`src/rtl/led_target_sequencer.sv`:
```
// Round sequencer for the LED catcher: lights one pseudo-random target per round,
// scores matching switch presses and ends the game after MAX_MISSES missed rounds.
module led_target_sequencer #(
  parameter int          NUM_LEDS   = 16,
  parameter logic [15:0] LFSR_SEED  = 16'hACE1,
  parameter int          MAX_MISSES = 3,
  parameter int          SCORE_W    = 8
) (
  input  logic                clk_in,
  input  logic                rst,
  input  logic                tick_in,
  input  logic                start,
  input  logic [NUM_LEDS-1:0] sw,
  output logic [NUM_LEDS-1:0] led,
  output logic [SCORE_W-1:0]  score,
  output logic [2:0]          misses,
  output logic                catch_pulse,
  output logic                game_over,
  output logic [1:0]          state_dbg
);

  localparam int IW = $clog2(NUM_LEDS);

  typedef enum logic [1:0] {
    S_IDLE   = 2'd0,
    S_ACTIVE = 2'd1,
    S_HIT    = 2'd2,
    S_OVER   = 2'd3
  } state_t;

  state_t              state;
  logic [15:0]         lfsr;
  logic [IW-1:0]       tgt;
  logic                tick_d;
  logic                start_d;
  logic [NUM_LEDS-1:0] sw_d;

  logic                round_ev;
  logic                start_ev;
  logic [NUM_LEDS-1:0] sw_rise;
  logic                catch_ev;
  logic [15:0]         lfsr_next;
  logic [IW-1:0]       cand;
  logic [IW-1:0]       new_tgt;
  logic [NUM_LEDS-1:0] new_led;
  logic [2:0]          misses_inc;
  logic [SCORE_W-1:0]  score_sat;

  // tick_in is a level from the divider; either edge marks a round boundary.
  assign round_ev = tick_in != tick_d;
  assign start_ev = start & ~start_d;
  assign sw_rise  = sw & ~sw_d;
  assign catch_ev = sw_rise[tgt];

  // Galois form of x^16+x^14+x^13+x^11+1, shifting right.
  assign lfsr_next = lfsr[0] ? ((lfsr >> 1) ^ 16'hB400) : (lfsr >> 1);

  // Bumping a repeated candidate guarantees consecutive targets differ.
  assign cand       = lfsr[IW-1:0];
  assign new_tgt    = (cand == tgt) ? cand + IW'(1) : cand;
  assign new_led    = {{(NUM_LEDS-1){1'b0}}, 1'b1} << new_tgt;
  assign misses_inc = misses + 3'd1;
  assign score_sat  = (score == {SCORE_W{1'b1}}) ? score : score + SCORE_W'(1);

  assign state_dbg = state;

  always_ff @(posedge clk_in or negedge rst) begin
    if (!rst) begin
      state       <= S_IDLE;
      lfsr        <= LFSR_SEED;
      tgt         <= '0;
      tick_d      <= 1'b0;
      start_d     <= 1'b0;
      sw_d        <= '0;
      led         <= '0;
      score       <= '0;
      misses      <= '0;
      catch_pulse <= 1'b0;
      game_over   <= 1'b0;
    end else begin
      tick_d      <= tick_in;
      start_d     <= start;
      sw_d        <= sw;
      lfsr        <= lfsr_next;
      catch_pulse <= 1'b0;
      case (state)
        S_IDLE: begin
          if (start_ev) begin
            tgt   <= new_tgt;
            led   <= new_led;
            state <= S_ACTIVE;
          end
        end
        S_ACTIVE: begin
          if (catch_ev) begin
            score       <= score_sat;
            catch_pulse <= 1'b1;
            // A catch landing on a round edge consumes that round immediately.
            if (round_ev) begin
              tgt <= new_tgt;
              led <= new_led;
            end else begin
              led   <= '0;
              state <= S_HIT;
            end
          end else if (round_ev) begin
            misses <= misses_inc;
            if (misses_inc == 3'(MAX_MISSES)) begin
              led       <= '1;
              game_over <= 1'b1;
              state     <= S_OVER;
            end else begin
              tgt <= new_tgt;
              led <= new_led;
            end
          end
        end
        S_HIT: begin
          if (round_ev) begin
            tgt   <= new_tgt;
            led   <= new_led;
            state <= S_ACTIVE;
          end
        end
        S_OVER: begin
          if (start_ev) begin
            score     <= '0;
            misses    <= '0;
            game_over <= 1'b0;
            tgt       <= new_tgt;
            led       <= new_led;
            state     <= S_ACTIVE;
          end
        end
        default: state <= S_IDLE;
      endcase
    end
  end

endmodule

```
`config.mk`:
```
export PLATFORM = sky130hd
export DESIGN_NAME = led_target_sequencer
export DESIGN_NICKNAME = d
export VERILOG_FILES = /design/src/rtl/led_target_sequencer.sv
export SDC_FILE = /design/constraint.sdc
export NUM_CORES = 1
export LEC_CHECK = 0
export BUFFER_PORTS_ARGS = -buffer_cell sky130_fd_sc_hd__buf_2
export CAP_MARGIN = 40
export CORE_MARGIN = 4
export CORE_UTILIZATION = 55
export CTS_BUF_LIST = sky130_fd_sc_hd__clkbuf_4
export CTS_CLUSTER_DIAMETER = 100
export DETAILED_ROUTE_END_ITERATION = 8
export PLACE_DENSITY = 0.77
export SETUP_SLACK_MARGIN = 0.05
export SLEW_MARGIN = 20
export SYNTH_ARGS = -nofsm -noshare
export SYNTH_HDL_FRONTEND = slang
export SYNTH_SLANG_ARGS = --single-unit
export TNS_END_PERCENT = 20
```
`constraint.sdc`:
```
create_clock -name clk_in -period 2.4 [get_ports clk_in]
set_input_delay 0.48 -clock clk_in [delete_from_list [all_inputs] [get_ports clk_in]]
set_output_delay 0.48 -clock clk_in [all_outputs]
set_load 0.01 [all_outputs]
```
**Word level (Yosys, flattened, before mapping)**

Index checks and enable logic that the tools add are counted.

- Register bits after elaboration: 69
- Input bits: 20
- Word-level logic and storage cells: 88

- $add $sub $neg: 3
- Magnitude comparators: 1
- Equal/unequal tests: 19
- Shift-type cells: 1
- Mux-type cells: 39
- Bitwise gates (word level): 5
- Reductions and logical operators: 9

Operators by type and width:

| kind | count |
|---|---|
| 16-bit two-way mux | 7 |
| 16-bit one-hot mux with 3 select lines | 1 |
| 4-bit two-way mux | 6 |
| 8-bit two-way mux | 3 |
| 16-bit AND | 1 |
| 16-bit inverter | 1 |
| 8-bit one-hot mux with 2 select lines | 1 |
| 1-bit by 4-bit left shift with 16-bit output (first input constant) | 1 |
| 2-bit != test (second input constant) | 7 |
| 2-bit two-way mux | 6 |
| 3-bit != test (second input constant) | 4 |
| 4-bit one-hot mux with 3 select lines | 1 |
| 5-bit AND reduction | 2 |
| 3-bit two-way mux | 3 |
| 8-bit by 1-bit adder with 8-bit output (second input constant) | 1 |
| 8-bit == test (second input constant) | 1 |
| 4-bit AND reduction | 2 |
| 1-bit two-way mux | 7 |
| 2-bit one-hot mux with 3 select lines | 1 |
| 3-bit one-hot mux with 2 select lines | 1 |
| 3-bit AND reduction | 2 |
| 4-bit by 5-bit less-than comparator with 1-bit output (second input constant) | 1 |
| 4-bit by 1-bit adder with 4-bit output (second input constant) | 1 |
| 1-bit binary-select mux with 4-bit select | 1 |
| 14 further kinds | 15 |

**Depth between registers and ports, before layout**

- Word-level depth: 7
- Mapped depth: 10
- Gate-level depth less buffers: 8

**Worst setup path after synthesis**

No wires, ideal clock.

- Path type: flip-flop to flip-flop
- Start point: register state[1], in the netlist state_dbg[1]
- End point: register tgt[0]
- Setup time: 79 ps
- Data arrival time: 2136 ps
- Required time: 2321 ps
- Setup slack: 185 ps
- Stages on the path, launching flop included: 10
- Clock period less this slack: 2215 ps
- Cell sequence: dfrtp_1 -> inv_1 -> ha_1 -> clkbuf_1 -> or3b_2 -> or4_1 -> o311a_1 -> o311ai_0 -> mux2i_1 -> mux2i_1

- Cells in the longest elaborated chain, start to end: 4
- Elaborated cells between the ends (all ways): 10
- Classes of those cells: eq/ne: 6; mux: 1; reduce/logical: 3

RTL lines:

| item | line | source |
|---|---|---|
| start: declaration | 31 | `state_t state;` |
| start signal: assignment | 69 | `state <= S_IDLE;` |
| start signal: assignment | 91 | `state <= S_ACTIVE;` |
| start signal: assignment | 104 | `state <= S_HIT;` |
| 2-bit == test / 2-bit logical NOT (equally long branches) | 86 | `case (state)` |
| 2-bit OR reduction (no line) | n/a |  |
| 2-bit by 1-bit != test with 1-bit output (no line) | n/a |  |
| 3-bit AND reduction (no line) | n/a |  |
| end signal: assignment | 89 | `tgt <= new_tgt;` |
| end signal: assignment | 100 | `tgt <= new_tgt;` |
| end signal: assignment | 113 | `tgt <= new_tgt;` |
| end: declaration | 33 | `logic [IW-1:0] tgt;` |

Parallel ways exist; a longest one is shown, timed or not.
A chain may end at the register's enable or synchronous reset.

**Worst setup path in the final report**

- Start point: register tgt[2]
- End point: register tgt[3]

- Cells in the longest elaborated chain, start to end: 6
- Elaborated cells between the ends (all ways): 13
- Classes of those cells: eq/ne: 3; mux: 9; reduce/logical: 1

RTL lines:

| item | line | source |
|---|---|---|
| 4-bit == test | 60 | `assign new_tgt = (cand == tgt) ? cand + IW'(1) : cand;` |
| 4-bit two-way mux | 60 |  |
| 4-bit two-way mux | 108 | `if (misses_inc == 3'(MAX_MISSES)) begin` |
| 4-bit two-way mux | 106 | `end else if (round_ev) begin` |
| 4-bit two-way mux | 95 | `if (catch_ev) begin` |
| 4-bit one-hot mux with 3 select lines | 86 |  |

Parallel ways exist; a longest one is shown, timed or not. The select of a mux whose other input is x is not followed.

==> key figures <==
Route
  • Detailed Route Iter0 Violations: between 100 and 150
  • Met1 wire length: between 3 and 4 mm
  • Drt wl/cell: approximately 16 um
  • Top Layer Used: met4
  • Routed Antenna Nets: 0
  • Via density: 6.03
  • Drt first pass iters: 5
  • Via Count: 2846
  • Metal3 WL: just under 500 um
  • Remaining DRCs: 0
  • Routed WL: 7.78 mm
  • Met2 WL: 3.72 mm

Place
  • IO Port Bufs: 50
  • Detailed placement HPWL: 5.33 mm
  • Place WS: -16.8 ps
  • Routability Congestion: 0.831

Critical path
  • Worst path slowest cell: or3b_2
  • WP data arrival: 2610 ps
  • Crit path capture: tgt[3]
  • CP Launch Type: register
  • Cell count along the critical path: 8
  • Critical Path Source: tgt[2]
  • Worst reg2reg path depth: 8
  • CP max FO: 7
  • Required @ worst endpoint: between 2000 and 3000 ps
  • CP delay by family, top: compound AO/OA/AOI/OAI gates
  • CP Capture Type: register
  • WS Path Type: register to register
  • Reg2reg start: tgt[2]
  • Largest stage delay, worst path: 490 ps
  • CP Buf/Inv Count: 2
  • Reg2reg setup slack: 110 ps
  • Reg2Reg Capture Point: tgt[3]
  • Most used cell, CP: buf_4
  • Crit path cell chain: or3b_2 > o22ai_1 > a222oi_1 > buf_4 > and4_4 > buf_4 > o311ai_4 > o2bb2ai_1

STA
  • Worst Skew: 14.4 ps
  • Fmax: 437 MHz
  • Final Hold Viols: 0
  • Slew Limit Fails: 0
  • RSZ-0062 raised after global routing: true
  • Setup TNS: 0 ps
  • Worst-margin pin slew: 609 ps
  • Final setup vio count: 0
  • Fin crit share: 95.4%
  • Slew Limit Headroom: 59.2%
  • Setup slack after layout: ~110 ps
  • Minimum clock period: about 2300 ps

Synthesis
  • Largest area contributor in the netlist: dfrtp_1
  • Post-synth top cells: dfrtp_1, nor2_1, nand2_1
  • Netlist cell types: 56
  • Seq cells post-synth: 69
  • Top_reg_cell synth: dfrtp_1
  • Syn_nets: 346
  • Most common cell in the netlist: dfrtp_1
  • Syn_area_per_cell: about 11 um2
  • Yosys warns: 0
  • Post-synth EDFFs: 0
  • Synth async-reset ratio: 100%
  • Most area-consuming cells after synthesis: dfrtp_1, dfstp_2, a221o_1
  • Top cell type's share of synthesized area: 44.4%
  • Cell area after synthesis: ~0.0034 mm2
  • Post-synthesis sequential area ratio: about half
  • Cell count after synthesis: around 320

Pwr
  • Power Total: 4.55 mW
  • Pleak: 1.91 nW
  • Pwr Density: roughly 1100 mW/mm2
  • Peak VDD IR: 797 uV

GRT
  • Wire length of the first global-routing pass: 13.0 mm
  • GRT overflow: 0
  • Initial antenna violation count: 0
  • Largest net degree at the start of global routing: 26
  • Gr usage total: 21.8%
  • Vias in the first global route: 2682

Final layout
  • Layout net count: 419
  • # diodes: 0
  • Area growth from synthesis to layout: 20.2%
  • Post-Route Utilization: 69.0%
  • Share of cells above drive strength 1: about a third

Die
  • Core area: approximately 0.0060 mm2
  • Die X: around 87 um
  • Top-Level Pins: ~50
  • Die Y: around 87 um
  • Initial Util: 57.4%
  • Number of cell rows: 28
  • Die ar.: about 0.0076 mm2

Clock tree
  • Clock tree root driver cell: clkbuf_4
  • CTS buffer count: 9
  • Reg clk slew, reported paths: 130 ps
  • Clock buffer depth: 2
  • # H-tree levels: 3
  • Clock latency at the later pin of the worst-skew pair: 430 ps
  • # clock sinks: 69
  • CTS tree: yes

Run
  • Max-cap violations: 0

Min path
  • HP Class: primary input to register

Outcome
  • Run status: completed
[stage by stage]
| step | instance area [um2] | hold slack [ps] | std cells |
|---|---|---|---|
| after floorplan | 3440 | 184 | 319 |
| after global placement | 3850 | 336 | 450 |
| after detailed placement | 3850 | 338 | 450 |
| after CTS | 4020 | 128 | 467 |
| after global routing | 4130 | 117 | 472 |
| final | 4130 | 156 | 472 |
[flip-flops by register name, indices dropped and copies added (netlist names)]
name and flops:
start_d 1, misses 3, tick_d 1, lfsr 16, led 16, sw_d 16, catch_pulse 1, game_over 1
tgt 4, score 8, state_dbg 2
[cell type report]
cell class,count,area (um2)
Fill cell,442,1860
Sequential cell,69,1740
Multi-Input combinational cell,218,1580
Timing Repair Buffer,82,509
Clock inverter,7,97.6
Tap cell,75,93.8
Clock buffer,9,67.6
Inverter,12,45.0
[timing repair]
action                                  CTS  global route
buffers inserted                          0             4
pin swaps                                 0             4
hold buffers                              1             0
endpoints found under the setup margin   21            33
resized for setup                         1            18
gates cloned                              0             1
endpoints found under the hold margin     9             0
[routing by layer]
layer | GRT usage [%] | up-vias
li1 | - | 1352
met1 | 30.6 | 1387
met2 | 33.3 | 98
met3 | 5.49 | 9
met4 | 6.94 | 0
met5 | 0 | -
[report_power, final]
part           switching, mW  total [mW]  internal [mW]
Combinational           1.18        2.08          0.904
Clock                  0.451       0.879          0.427
Sequential             0.214        1.59           1.38
[worst min-delay path by stage]
stage	cells past startpoint	endpoint	slack, ps	from
5_1_grt	1	sw_d[0]	120	sw[0]
2_1_floorplan	0	catch_pulse	180	rst
6_report	1	sw_d[11]	160	sw[11]
3_5_place_dp	0	lfsr[7]	340	lfsr[8]
3_3_place_gp	0	lfsr[3]	340	lfsr[4]
4_1_cts	1	sw_d[11]	130	sw[11]
[worst register-to-register path, delay by kind of cell, from the launching register on]
kind	cells	cell delay (ps)
compound gates	4	710
buf+inv	2	340
flops	1	460
simple gates	2	670
[cell families after synthesis]
family / after synthesis / share of synthesized area (%)
buffers and inverters: 32 / 5.06
AOI/OAI and AO/OA: 85 / 19.3
muxes: 6 / 1.78
adders and majority gates: 7 / 2.55
xor gates and xnor gates: 13 / 3.31
DFF: 69 / 50.5
and+or+nand+nor: 107 / 17.4
[cell usage in the layout (no fill, tap or decap), drive strengths merged, types with 6 or more instances in the layout]
cell type / n
a211oi: 6
a221o: 18
nor3b: 7
nand3: 6
buf: 80
nand2: 21
ha: 7
a21oi: 8
inv: 14
o211ai: 12
dfrtp: 61
clkbuf: 9
nand2b: 6
dfstp: 8
nand4: 7
nor3: 10
nor2: 24
o21ai: 15
xor2: 11
(Power assumes the default switching activity.)
